--- config.mk ---
export PLATFORM = sky130hd
export DESIGN_NAME = abm_ram_loader
export DESIGN_NICKNAME = d
export VERILOG_FILES = /design/src/rtl/abm_ram_loader.sv
export SDC_FILE = /design/constraint.sdc
export NUM_CORES = 1
export LEC_CHECK = 0
export BUFFER_PORTS_ARGS = -buffer_cell sky130_fd_sc_hd__buf_2
export CAP_MARGIN = 40
export CORE_AREA = 2 2 408 410
export DETAILED_ROUTE_END_ITERATION = 12
export DIE_AREA = 0 0 410 412
export SYNTH_ARGS = -nofsm -noshare
export SYNTH_HDL_FRONTEND = slang
export SYNTH_SLANG_ARGS = --single-unit
--- constraint.sdc ---
create_clock -name clk -period 6.3 [get_ports clk]
set_input_delay 0.945 -clock clk [delete_from_list [all_inputs] [get_ports clk]]
set_output_delay 0.945 -clock clk [all_outputs]
set_load 0.03 [all_outputs]
--- src/rtl/abm_ram_loader.sv ---
// Write-side loader for one ABM bitmap RAM bank: on start it zero-fills the
// bank, then streams one AXI4-Stream packet into it row by row from address 0.
module abm_ram_loader #(
    parameter int DW = 512,
    parameter int AW = 14
) (
    input  logic          clk,
    input  logic          resetn,
    input  logic          start,
    output logic          busy,
    output logic          overflow,
    output logic [AW:0]   rows_written,
    input  logic [DW-1:0] AXIS_RX_TDATA,
    input  logic          AXIS_RX_TVALID,
    input  logic          AXIS_RX_TLAST,
    output logic          AXIS_RX_TREADY,
    output logic          ram_we,
    output logic [AW-1:0] ram_waddr,
    output logic [DW-1:0] ram_wdata
);

    // Stream handshake: a beat transfers on a cycle where TVALID and TREADY are
    // both high. TREADY is held high for the whole LOAD state (no back-pressure).
    typedef enum logic [1:0] {
        IDLE  = 2'd0,
        CLEAR = 2'd1,
        LOAD  = 2'd2
    } state_t;

    localparam logic [AW:0]   FULL      = {1'b1, {AW{1'b0}}};
    localparam logic [AW-1:0] LAST_ADDR = '1;

    state_t        state_q, state_d;
    logic [AW:0]   ptr_q, ptr_d;
    logic          busy_d, ovf_d, tready_d, we_d;
    logic [AW-1:0] waddr_d;
    logic [DW-1:0] wdata_d;
    logic          hs;

    assign hs           = AXIS_RX_TVALID & AXIS_RX_TREADY;
    // The row pointer only advances on written rows, so it is also the count.
    assign rows_written = ptr_q;

    always_ff @(posedge clk or negedge resetn) begin
        if (!resetn) begin
            state_q        <= IDLE;
            ptr_q          <= '0;
            busy           <= 1'b0;
            overflow       <= 1'b0;
            AXIS_RX_TREADY <= 1'b0;
            ram_we         <= 1'b0;
            ram_waddr      <= '0;
            ram_wdata      <= '0;
        end else begin
            state_q        <= state_d;
            ptr_q          <= ptr_d;
            busy           <= busy_d;
            overflow       <= ovf_d;
            AXIS_RX_TREADY <= tready_d;
            ram_we         <= we_d;
            ram_waddr      <= waddr_d;
            ram_wdata      <= wdata_d;
        end
    end

    always_comb begin
        state_d  = state_q;
        ptr_d    = ptr_q;
        busy_d   = busy;
        ovf_d    = overflow;
        tready_d = AXIS_RX_TREADY;
        we_d     = 1'b0;
        waddr_d  = ram_waddr;
        wdata_d  = ram_wdata;
        case (state_q)
            IDLE: begin
                tready_d = 1'b0;
                if (start) begin
                    state_d = CLEAR;
                    busy_d  = 1'b1;
                    ovf_d   = 1'b0;
                    ptr_d   = '0;
                    waddr_d = '0;
                    wdata_d = '0;
                    we_d    = 1'b1;
                end
            end
            CLEAR: begin
                // ram_waddr is the row being zeroed this cycle.
                we_d    = 1'b1;
                wdata_d = '0;
                if (ram_waddr == LAST_ADDR) begin
                    state_d  = LOAD;
                    tready_d = 1'b1;
                    we_d     = 1'b0;
                    ptr_d    = '0;
                end else begin
                    waddr_d = ram_waddr + 1'b1;
                end
            end
            LOAD: begin
                tready_d = 1'b1;
                if (hs) begin
                    if (ptr_q < FULL) begin
                        we_d    = 1'b1;
                        waddr_d = ptr_q[AW-1:0];
                        wdata_d = AXIS_RX_TDATA;
                        ptr_d   = ptr_q + 1'b1;
                    end else begin
                        ovf_d = 1'b1;
                    end
                    if (AXIS_RX_TLAST) begin
                        state_d  = IDLE;
                        tready_d = 1'b0;
                        busy_d   = 1'b0;
                    end
                end
            end
            default: begin
                state_d = IDLE;
            end
        endcase
    end

endmodule

==> results of run 1 <==
kinds of logic after synthesis:
family	Yosys count	share of synthesized area
mux	3	0.001458
fa+ha+maj	7	0.003924
xor+xnor	2	0.0007850
compound gates	83	0.02842
simple gates	1642	0.3134
flops	547	0.6133
buf+inv	198	0.03868
worst register-to-register path, stage by stage (launching register included):
cell and delay [ps]:
dfrtp_1 410, inv_1 160, ha_4 690, buf_12 580, buf_12 480, nand3_1 770, nand2_1 180
through the flow:
| stage | total power, mW | instances | hold WS, ps |
|---|---|---|---|
| floorplan | 4.309 | 2482 | 537.6 |
| global placement | 4.821 | 5567 | 444.1 |
| detailed placement | 4.848 | 5570 | 449.6 |
| CTS | 8.912 | 5690 | 160.4 |
| global route | 9.131 | 5693 | 211.1 |
| finish | 8.736 | 5696 | 222.0 |
power by group through the flow:
stage | sequential (mW) | clock [mW] | combinational, mW
floorplan | 3.61 | 0 | 0.696
global placement | 3.60 | 0 | 1.22
detailed placement | 3.60 | 0 | 1.25
CTS | 3.53 | 4.13 | 1.25
global route | 3.53 | 4.24 | 1.35
finish | 3.53 | 3.96 | 1.24
area by class of cell:
type	count	area (um^2)	share of cell area
clock inverter	24	292.8	0.009102
multi-input combinational	1737	7791	0.2422
tap	2189	2739	0.08515
antenna	6	15.01	0.0004668
sequential	547	13690	0.4255
inverter	11	41.29	0.001284
timing repair buffer	1086	5673	0.1764
clock buffer	96	1927	0.05990
layer usage:
layer | share of wire | GRT usage | wire [um] | vias to the layer above
met5 | 0.0020 | 0 | 230 | -
met4 | 0.030 | 0.04114 | 3450 | 36
met3 | 0.079 | 0.03990 | 9233 | 185
met2 | 0.48 | 0.2153 | 55650 | 948
met1 | 0.41 | 0.1635 | 47660 | 10760
li1 | - | - | - | 10080
sequential cells by signal, summed over array words and instances, names as in the netlist:
name / count
AXIS_RX_TREADY: 1
busy: 1
state_q: 2
overflow: 1
ram_waddr: 14
ram_we: 1
ram_wdata: 512
rows_written: 15
Yosys cell counts, types with 4 or more instances:
cell       count  area share
o22ai_1        7      0.0020
or3_1          5      0.0014
o311ai_0       4      0.0016
and3_1         6      0.0017
o211ai_1       6      0.0020
a32oi_1        4      0.0016
o21ai_0       15      0.0034
nor2b_1        4      0.0011
a21oi_1        7      0.0016
nand2_1     1047        0.18
nand3_1      531        0.12
nor2_1         8      0.0013
a221o_1        5      0.0022
and4_1         6      0.0024
inv_1         11      0.0019
nand4_1        7      0.0020
clkbuf_1      85       0.014
a211oi_1       4      0.0013
o2bb2ai_1      4      0.0016
buf_1         11      0.0019
nand2b_1       6      0.0017
buf_2         90       0.020
nor4_1         7      0.0020
ha_1           7      0.0039
and2_1         7      0.0020
dfrtp_1      547        0.61
placed cells by master (no fill, tap or decap), types with 4 or more instances in the layout:
| cell | synthesis | layout |
|---|---|---|
| nand4_1 | 7 | 7 |
| o2bb2ai_1 | 4 | 4 |
| a211oi_1 | 4 | 4 |
| nand2_1 | 1047 | 1047 |
| nor2b_1 | 4 | 4 |
| inv_6 | 0 | 4 |
| buf_2 | 90 | 1060 |
| a21oi_1 | 7 | 7 |
| and2_1 | 7 | 7 |
| clkbuf_8 | 0 | 12 |
| nand2b_1 | 6 | 6 |
| and4_1 | 6 | 6 |
| buf_4 | 0 | 13 |
| o21ai_0 | 15 | 15 |
| nand3_1 | 531 | 531 |
| a221o_1 | 5 | 5 |
| clkinv_2 | 0 | 10 |
| dfrtp_1 | 547 | 547 |
| o311ai_0 | 4 | 4 |
| a32oi_1 | 4 | 4 |
| and3_1 | 6 | 6 |
| or3_1 | 5 | 4 |
| inv_1 | 11 | 11 |
| nor4_1 | 7 | 7 |
| o211ai_1 | 6 | 6 |
| o22ai_1 | 7 | 7 |
| buf_12 | 0 | 10 |
| diode_2 | 0 | 6 |
| clkbuf_1 | 85 | 16 |
| nor2_1 | 8 | 8 |
| clkbuf_16 | 0 | 68 |
| ha_1 | 7 | 6 |
worst paths after layout:
check	from	endpoint	slack (ps)	cells after the start
worst max-delay path	state_q[0]	ram_wdata[263]	2930	6
worst min-delay path	resetn	ram_wdata[281]	220	1
worst max register to register	state_q[0]	ram_wdata[263]	2930	6
worst min register to register	ram_wdata[17]	ram_wdata[17]	460	2
max in group asynchronous	resetn	ram_wdata[0]	4560	2
min in group clk	ram_wdata[17]	ram_wdata[17]	460	2
==> metrics.txt, run 1 <==
Setup Crit Path Kind=flop to flop; Initial DRC Count=about 1900; Die Y-Extent=412 um; Starting Density=0.1359; CP max-delay cell=ha_4; final instance area=32170 um^2; CP Cell Sequence=inv_1 > ha_4 > buf_12 > buf_12 > nand3_1 > nand2_1; antenna violations before repair=35; switching pwr=2.665 mW; CTS Sinks=547; CTS Buf Count=slightly below 70; period utilization=0.5350; Post-CTS Resized=0; combinational share of power=0.142; vias=about 22000; EDFF count, synth=0; Slew Viols, Final=0; Placer Congestion=0.9520; slowest stage delay, CP=~700 ps; Syn Std Cell Area=22320 um^2; f_max=between 200 and 300 MHz; placed inst area=29930 um^2; synthesized flop and latch total=547; final setup fails=0; Post-CTS Hold Fix Bufs=0; Die Area=roughly 170000 um^2; clock skew=37.65 ps; Synthesis Warnings=0; Area Overhead vs Synth=44.12%; largest net degree at the start of global routing=170; CP top delay family=buffers and inverters; RSZ-0062 raised after global routing=no; Max Cap Viol=0; H-tree depth=3; count of cell types in the netlist=56; crit path time final=roughly 3400 ps; Data arrival, critical path=about 4000 ps; Fin. Hold Viols=0; Pint=6.070 mW; clock share of power=0.454; predominant post-synthesis flop cell=dfrtp_1; Max clock buf depth=3; first-pass GRT wire length=159600 um; drt drc=0; dpl ws=about 3000 ps; drt wl/cell=20.40 um; worst-path fanout max=around 160; startpoint types=flop; Layout Nets=3975; Async S/R FF share, synth=1.000; DP HPWL=91230 um; Net Count, Synth=~3000; Setup TNS Final=0 ps; gr ovfl total=0; Crit. End Element=flop; CP bufs+invs=3; worst-margin pin slew=1110 ps; Ports=1062; Avg Cell Area, Syn=between 8 and 9 um^2; Clock Latency Late Sink=660 ps; FILL cells=18300; register share of total power=0.405; post-route setup slack=2930 ps; PD cells=271.6 nW/um^2; core occupancy in the finished layout=0.1959; sequential area share after synthesis=0.6133; most used cell, CP=buf_12; vias in the first global route=21090; Setup Buffers After CTS=0; Pre-antenna DRT Iters=7; core footprint=164200 um^2; Die X=410 um; Root Driver=clkbuf_16; post-route ant nets=0; Sw Share=0.3051; CTS tree=built; Mapped Cells=2482; cell row count=~150; WL final=116200 um; Pleak=around 19 nW; layout cells sized above 1=0.3428; status=completed; worst vdd ir=0.2280 mV; IO buf count=1061; critical path required time=6860 ps; Slew headroom=0.2599; Clock Pin Slew Worst Setup and Hold Paths=~60 ps; Vias/cell=3.864; Hold Crit Class=input pin to asynchronous set/reset pin; GR Util All Layers=0.1310
Note: power is estimated with default switching activity, not from simulation.
==> inputs of run 2 (changes only) <==
Settings changed: ABC_AREA set to 1, CORE_AREA 2 2 408 410 to 2 2 409 411, DIE_AREA 0 0 410 412 to 0 0 411 413.
Clock period 6.3 ns to 3.4 ns, I/O delays scaled along.
==> metrics.txt, run 2 <==
status=completed (unchanged); CP Cell Sequence=inv_1 > ha_4 > buf_12 > buf_4 > nand2_1 > o21ai_1 (was inv_1 > ha_4 > buf_12 > buf_12 > nand3_1 > nand2_1); first-pass GRT wire length=167100 um (was 159600 um); Initial DRC Count=1506 (was 1855); switching pwr=20.01 mW (was 2.665 mW); sequential area share after synthesis=0.6115 (was 0.6133); Syn Std Cell Area=22390 um^2 (was 22320 um^2); predominant post-synthesis flop cell=dfrtp_1 (unchanged); Layout Nets=4091 (was 3975); startpoint types=flop (unchanged); Yosys top cell by area=dfrtp_1 (unchanged); Post-CTS Resized=0 (unchanged); Synthesis Warnings=0 (unchanged); Pleak=16.21 nW (was 18.59 nW); critical path required time=3990 ps (was 6860 ps); clock skew=28.40 ps (was 37.65 ps); Fin. Hold Viols=0 (unchanged); CTS Buf Count=72 (was 68); IO buf count=1061 (unchanged); final instance area=32740 um^2 (was 32170 um^2); core footprint=165900 um^2 (was 164200 um^2); Post-CTS Hold Fix Bufs=5 (was 0); crit path time final=2349 ps (was 3370 ps); CTS tree=built (unchanged); Die Area=169700 um^2 (was 168900 um^2); register share of total power=0.291 (was 0.405); count of cell types in the netlist=33 (was 56); final setup fails=0 (unchanged); Slew headroom=0.3484 (was 0.2599); r2r setup slk=1050 ps (was 2930 ps); DP HPWL=102900 um (was 91230 um); Placer Congestion=0.8770 (was 0.9520); PD cells=1175 nW/um^2 (was 271.6 nW/um^2); Sw Share=0.5200 (was 0.3051); drt wl/cell=21.49 um (was 20.40 um); Mapped Cells=2561 (was 2482); post-route ant nets=0 (unchanged); CP bufs+invs=3 (unchanged); Die X=411 um (was 410 um); Hold Crit Class=input pin to flop (was input pin to asynchronous set/reset pin); commonest non-fill, non-tap cell in the layout=nand2_1 (was buf_2); Vias/cell=3.740 (was 3.864); clock share of power=0.202 (was 0.454); CP max-delay cell=buf_4 (was ha_4); Max Cap Viol=0 (unchanged); core occupancy in the finished layout=0.1973 (was 0.1959); Slew Viols, Final=0 (unchanged); Data arrival, critical path=2940 ps (was 3930 ps); Pre-antenna DRT Iters=7 (unchanged); Clock Latency Late Sink=660 ps (about the same); Crit. End Element=flop (unchanged); max FFs per register=512 (unchanged); most frequent cell after synthesis=nand2_1 (unchanged); Max clock buf depth=3 (unchanged); Async S/R FF share, synth=1.000 (unchanged); largest register by flop count=ram_wdata (unchanged); Setup Crit Path Kind=flop to flop (unchanged); antenna violations before repair=97 (was 35); Pint=18.47 mW (was 6.070 mW); combinational share of power=0.507 (was 0.142); Clock Pin Slew Worst Setup and Hold Paths=60 ps (about the same); Die Y-Extent=413 um (was 412 um); top cell type's share of synthesized area=0.6115 (was 0.6133); Setup Buffers After CTS=0 (unchanged); vias in the first global route=20120 (was 21090); Starting Density=0.1349 (was 0.1359); f_max=425.8 MHz (was 296.7 MHz); worst-path fanout max=142 (was 155); period utilization=0.6908 (was 0.5350); largest net degree at the start of global routing=143 (was 170); drt drc=0 (unchanged); slowest stage delay, CP=480 ps (was 690 ps); synthesized flop and latch total=547 (unchanged); Root Driver=clkbuf_16 (unchanged); gr ovfl total=0 (unchanged); Avg Cell Area, Syn=8.741 um^2 (was 8.992 um^2); CP top delay family=buffers and inverters (unchanged); worst-margin pin slew=977.4 ps (was 1110 ps); CTS Sinks=547 (unchanged); WL final=125800 um (was 116200 um); Ports=1062 (unchanged); most frequent cells in the layout=nand2_1, buf_2, dfrtp_1 (was buf_2, nand2_1, dfrtp_1); Net Count, Synth=3085 (was 3006); GR Util All Layers=0.1411 (was 0.1310); layout cells sized above 1=0.3440 (was 0.3428); Area Overhead vs Synth=46.24% (was 44.12%); commonest cells in the netlist=nand2_1, dfrtp_1, o21ai_1 (was nand2_1, dfrtp_1, nand3_1); worst vdd ir=0.6577 mV (was 0.2280 mV); EDFF count, synth=0 (unchanged); top post-synthesis cells by area=dfrtp_1, nand2_1, o21ai_1, o21ai_0, clkbuf_1 (was dfrtp_1, nand2_1, nand3_1, buf_2, clkbuf_1); RSZ-0062 raised after global routing=no (unchanged); H-tree depth=3 (unchanged); placed inst area=30270 um^2 (was 29930 um^2); cell row count=150 (was 149); vias=21890 (was 22010); Setup TNS Final=0 ps (unchanged)
==> run 2: cell types whose count changed in the layout (fill, tap and decap cells not counted), sizes merged, moves of 8 or more <==
cell / delta
o21ai: +514
inv: +16
nor2: +35
diode: +24
and2: -8
nand2: +118
nand3: -502
buf: +19
==> run 2: power groups by stage <==
stage               logic (mW)  clock network (mW)  registers (mW)
floorplan                 6.40                   0            16.8
CTS                       20.0                8.07            11.2
finish                    19.5                7.77            11.2
global route              20.9                8.30            11.5
detailed placement        19.9                   0            11.2
global placement          19.8                   0            11.1
==> run 2: final cells by class <==
cell class | instances | area [um^2]
clock inverters | 26 | 332.8
diodes | 30 | 75.07
flip-flops and latches | 547 | 13690
fillers | 18620 | 133200
multi-input cells | 1810 | 7777
clock buffers | 100 | 2007
well taps | 2204 | 2758
inverters | 26 | 97.59
repair buffers | 1110 | 6001
==> run 2: per-layer routing <==
layer | global-route usage | wire length, um | vias to the layer above
met5 | 0 | 466 | -
met4 | 0.04547 | 3911 | 78
met3 | 0.05610 | 13650 | 232
met2 | 0.2249 | 58160 | 901
met1 | 0.1730 | 49600 | 10360
li1 | - | - | 10320
==> run 2: worst reg2reg max path, stage by stage (launching register included) <==
cell	delay, ps
dfrtp_1	410
inv_1	160
ha_4	260
buf_12	330
buf_4	790
nand2_1	160
o21ai_1	170
==> run 2: logic make-up after synthesis <==
family / after synthesis / synth area share
adders and majority gates: 7 / 0.003912
and+or+nand+nor: 1251 / 0.2160
buffers and inverters: 204 / 0.04164
DFF: 547 / 0.6115
xor gates and xnor gates: 8 / 0.003130
AOI/OAI and AO/OA: 544 / 0.1239
==> run 2: worst paths after layout <==
kind | start | cells after the start | end
worst min-delay path | AXIS_RX_TDATA[105] | 3 | ram_wdata[105]
worst max-delay path | state_q[0] | 6 | ram_wdata[184]
worst max register to register | state_q[0] | 6 | ram_wdata[184]
worst min register to register | ram_wdata[399] | 2 | ram_wdata[399]
max in group asynchronous | resetn | 3 | ram_wdata[57]
min in group asynchronous | resetn | 2 | ram_wdata[18]
==> run 2: metrics by stage <==
stage / hold slack [ps] / cells / setup WS (ps) / total power [mW]
3_5_place_dp: 468.0 / 5692 / 1053 / 31.12
4_1_cts: 0.07949 / 5823 / 1000 / 39.18
2_1_floorplan: 214.4 / 2561 / 1613 / 23.25
3_3_place_gp: 465.3 / 5692 / 1032 / 30.90
6_report: 89.94 / 5853 / 1051 / 38.47
5_1_grt: 35.40 / 5831 / 822.6 / 40.73
==> inputs of run 3 (changes only) <==
Settings changed: ABC_AREA 1 to 0, CORE_AREA 2 2 409 411 to 2 2 408 410, DIE_AREA 0 0 411 413 to 0 0 410 412.
Clock period 3.4 ns to 2.1 ns, I/O delays scaled along.
==> metrics.txt, run 3 (same netlist as run 1, synthesis figures left out) <==
GR Util All Layers=0.1432 (was 0.1411); Crit. End Element=flop (unchanged); worst-path fanout max=9 (was 142); commonest non-fill, non-tap cell in the layout=buf_2 (was nand2_1); Tot Pwr=30.24 mW (was 38.47 mW); GRT met3 Usage=0.04665 (was 0.05610); drt drc=0 (unchanged); dpl cells=5719 (was 5692); worst-margin pin slew=613.9 ps (was 977.4 ps); Clock Latency Late Sink=660 ps (about the same); H-tree depth=3 (unchanged); antenna violations before repair=31 (was 97); Die Y-Extent=412 um (was 413 um); Clock Pin Slew Worst Setup and Hold Paths=60 ps (about the same); worst vdd ir=0.5454 mV (was 0.6577 mV); CTS Buf Count=67 (was 72); violated checks=setup timing; Die Area=168900 um^2 (was 169700 um^2); critical path required time=2640 ps (was 3990 ps); Slew Viols, Final=0 (unchanged); CP bufs+invs=3 (unchanged); vias in the first global route=24450 (was 20120); clock skew=28.09 ps (was 28.40 ps); CTS Sinks=547 (unchanged); Die X=410 um (was 411 um); IO buf count=1061 (unchanged); PD cells=754.3 nW/um^2 (was 1175 nW/um^2); Top Usage Layer GRT=met2 (unchanged); DP HPWL=96660 um (was 102900 um); drt wl/cell=20.63 um (was 21.49 um); core footprint=164200 um^2 (was 165900 um^2); f_max=462.8 MHz (was 425.8 MHz); most used cell, CP=nand2_1; CP Cell Sequence=ha_2 > a21o_1 > or3_4 > buf_12 > buf_16 > clkbuf_16 > nand2_1 > nand2_1 (was inv_1 > ha_4 > buf_12 > buf_4 > nand2_1 > o21ai_1); core occupancy in the finished layout=0.2441 (was 0.1973); Ports=1062 (unchanged); Max Cap Viol=0 (unchanged); largest register by flop count=ram_wdata (unchanged); Cell Count, Final, Fillers Out=6387 (was 5853); Hold Slack=45.76 ps (was 89.94 ps); most frequent cells in the layout=buf_2, nand2_1, dfrtp_1 (was nand2_1, buf_2, dfrtp_1); period utilization=1.029 (was 0.6908); Data arrival, critical path=2700 ps (was 2940 ps); Max clock buf depth=3 (unchanged); CP max-delay cell=dfrtp_2 (was buf_4); startpoint types=flop (unchanged); GRT met2 Usage=0.2390 (was 0.2249); WL final=131800 um (was 125800 um); CTS tree=built (unchanged); Setup Crit Path Kind=flop to flop (unchanged); crit path time final=2161 ps (was 2349 ps); Slew headroom=0.5889 (was 0.3484); post-route setup slack=-60.60 ps (was 1051 ps); vias=25900 (was 21890); Initial DRC Count=2354 (was 1506); slowest stage delay, CP=460 ps (was 480 ps); layout cells sized above 1=0.3421 (was 0.3440); Fin. Hold Viols=0 (unchanged); Root Driver=clkbuf_16 (unchanged); Hold Crit Class=input pin to flop (unchanged); first-pass GRT wire length=176600 um (was 167100 um); status=finished with violations (was completed); final setup fails=107 (was 0); Pleak=22.14 nW (was 16.21 nW); Layout Nets=4664 (was 4091); post-route ant nets=0 (unchanged); CP top delay family=buffers and inverters (unchanged); met1 GRT Util=0.1720 (was 0.1730); largest net degree at the start of global routing=100 (was 143); RSZ-0062 raised after global routing=yes (was no); Placer Congestion=0.9577 (was 0.8770); gr ovfl total=0 (unchanged); cell row count=149 (was 150); Vias/cell=4.055 (was 3.740); Setup TNS Final=-2881 ps (was 0 ps); Starting Density=0.1359 (was 0.1349); Area Overhead vs Synth=79.63% (was 46.24%); max FFs per register=512 (unchanged); Pre-antenna DRT Iters=6 (was 7)
run 3: cell count changes in the layout (fill, tap and decap cells not counted), moves of 22 or more:
cell,before,now
nand3_1,27,519
dlygate4sd3_1,5,481
o21ai_1,401,3
nand2_1,1158,1042
o21ai_0,121,13
buf_4,20,103
buf_6,0,37
nor2_1,39,8
buf_16,0,22
run 3: routing by layer:
layer / wire length (um) / up-vias
met4: 5261 / 16
met5: 105 / -
met2: 63580 / 1425
li1: - / 11490
met3: 12540 / 267
met1: 50260 / 12700
run 3: where the power goes:
group	switching [mW]	internal, mW	total, mW
logic	4.13	3.66	7.79
clock network	5.01	6.84	11.9
registers	0.0223	10.6	10.6
total	9.17	21.1	30.2
run 3: final timing paths:
kind                                   start              to  slack (ps)  cells after the start
max                               state_q[1]   ram_wdata[70]         -60                      8
min                        AXIS_RX_TDATA[90]   ram_wdata[90]          50                      4
max reg2reg                       state_q[1]   ram_wdata[70]         -60                      8
min reg2reg                   ram_wdata[207]  ram_wdata[207]         460                      2
max in group asynchronous             resetn  ram_wdata[328]        1000                      4
min in group asynchronous             resetn  ram_wdata[296]         210                      2
run 3: repair_timing:
action,4_1_cts,5_1_grt
resized for setup,53,70
cloned,11,26
hold buffers,479,2
setup buffers,20,5
endpoints found under the hold margin,692,2
endpoints found under the setup margin,333,467
pin swaps,7,10
run 3: worst register-to-register path, cell delays in order (launching register included):
cell and delay, ps:
dfrtp_2 460, ha_2 200, a21o_1 200, or3_4 410
buf_12 180, buf_16 170, clkbuf_16 300, nand2_1 70
nand2_1 60
run 3: layout make-up:
cell class / count / area (um^2)
inverters: 11 / 41.29
clock inverters: 17 / 250.2
repair buffers: 1776 / 13470
flip-flops and latches: 547 / 13690
multi-input cells: 1737 / 7923
well taps: 2189 / 2739
clock buffers: 98 / 1944
diodes: 12 / 30.03
fillers: 17490 / 124200
run 3: metrics by stage:
stage	setup slack [ps]	cell area, um^2
2_1_floorplan	22.08	22320
3_3_place_gp	-88.08	31450
3_5_place_dp	-137.0	31450
4_1_cts	-55.43	39160
5_1_grt	-121.2	40070
6_report	-60.60	40090
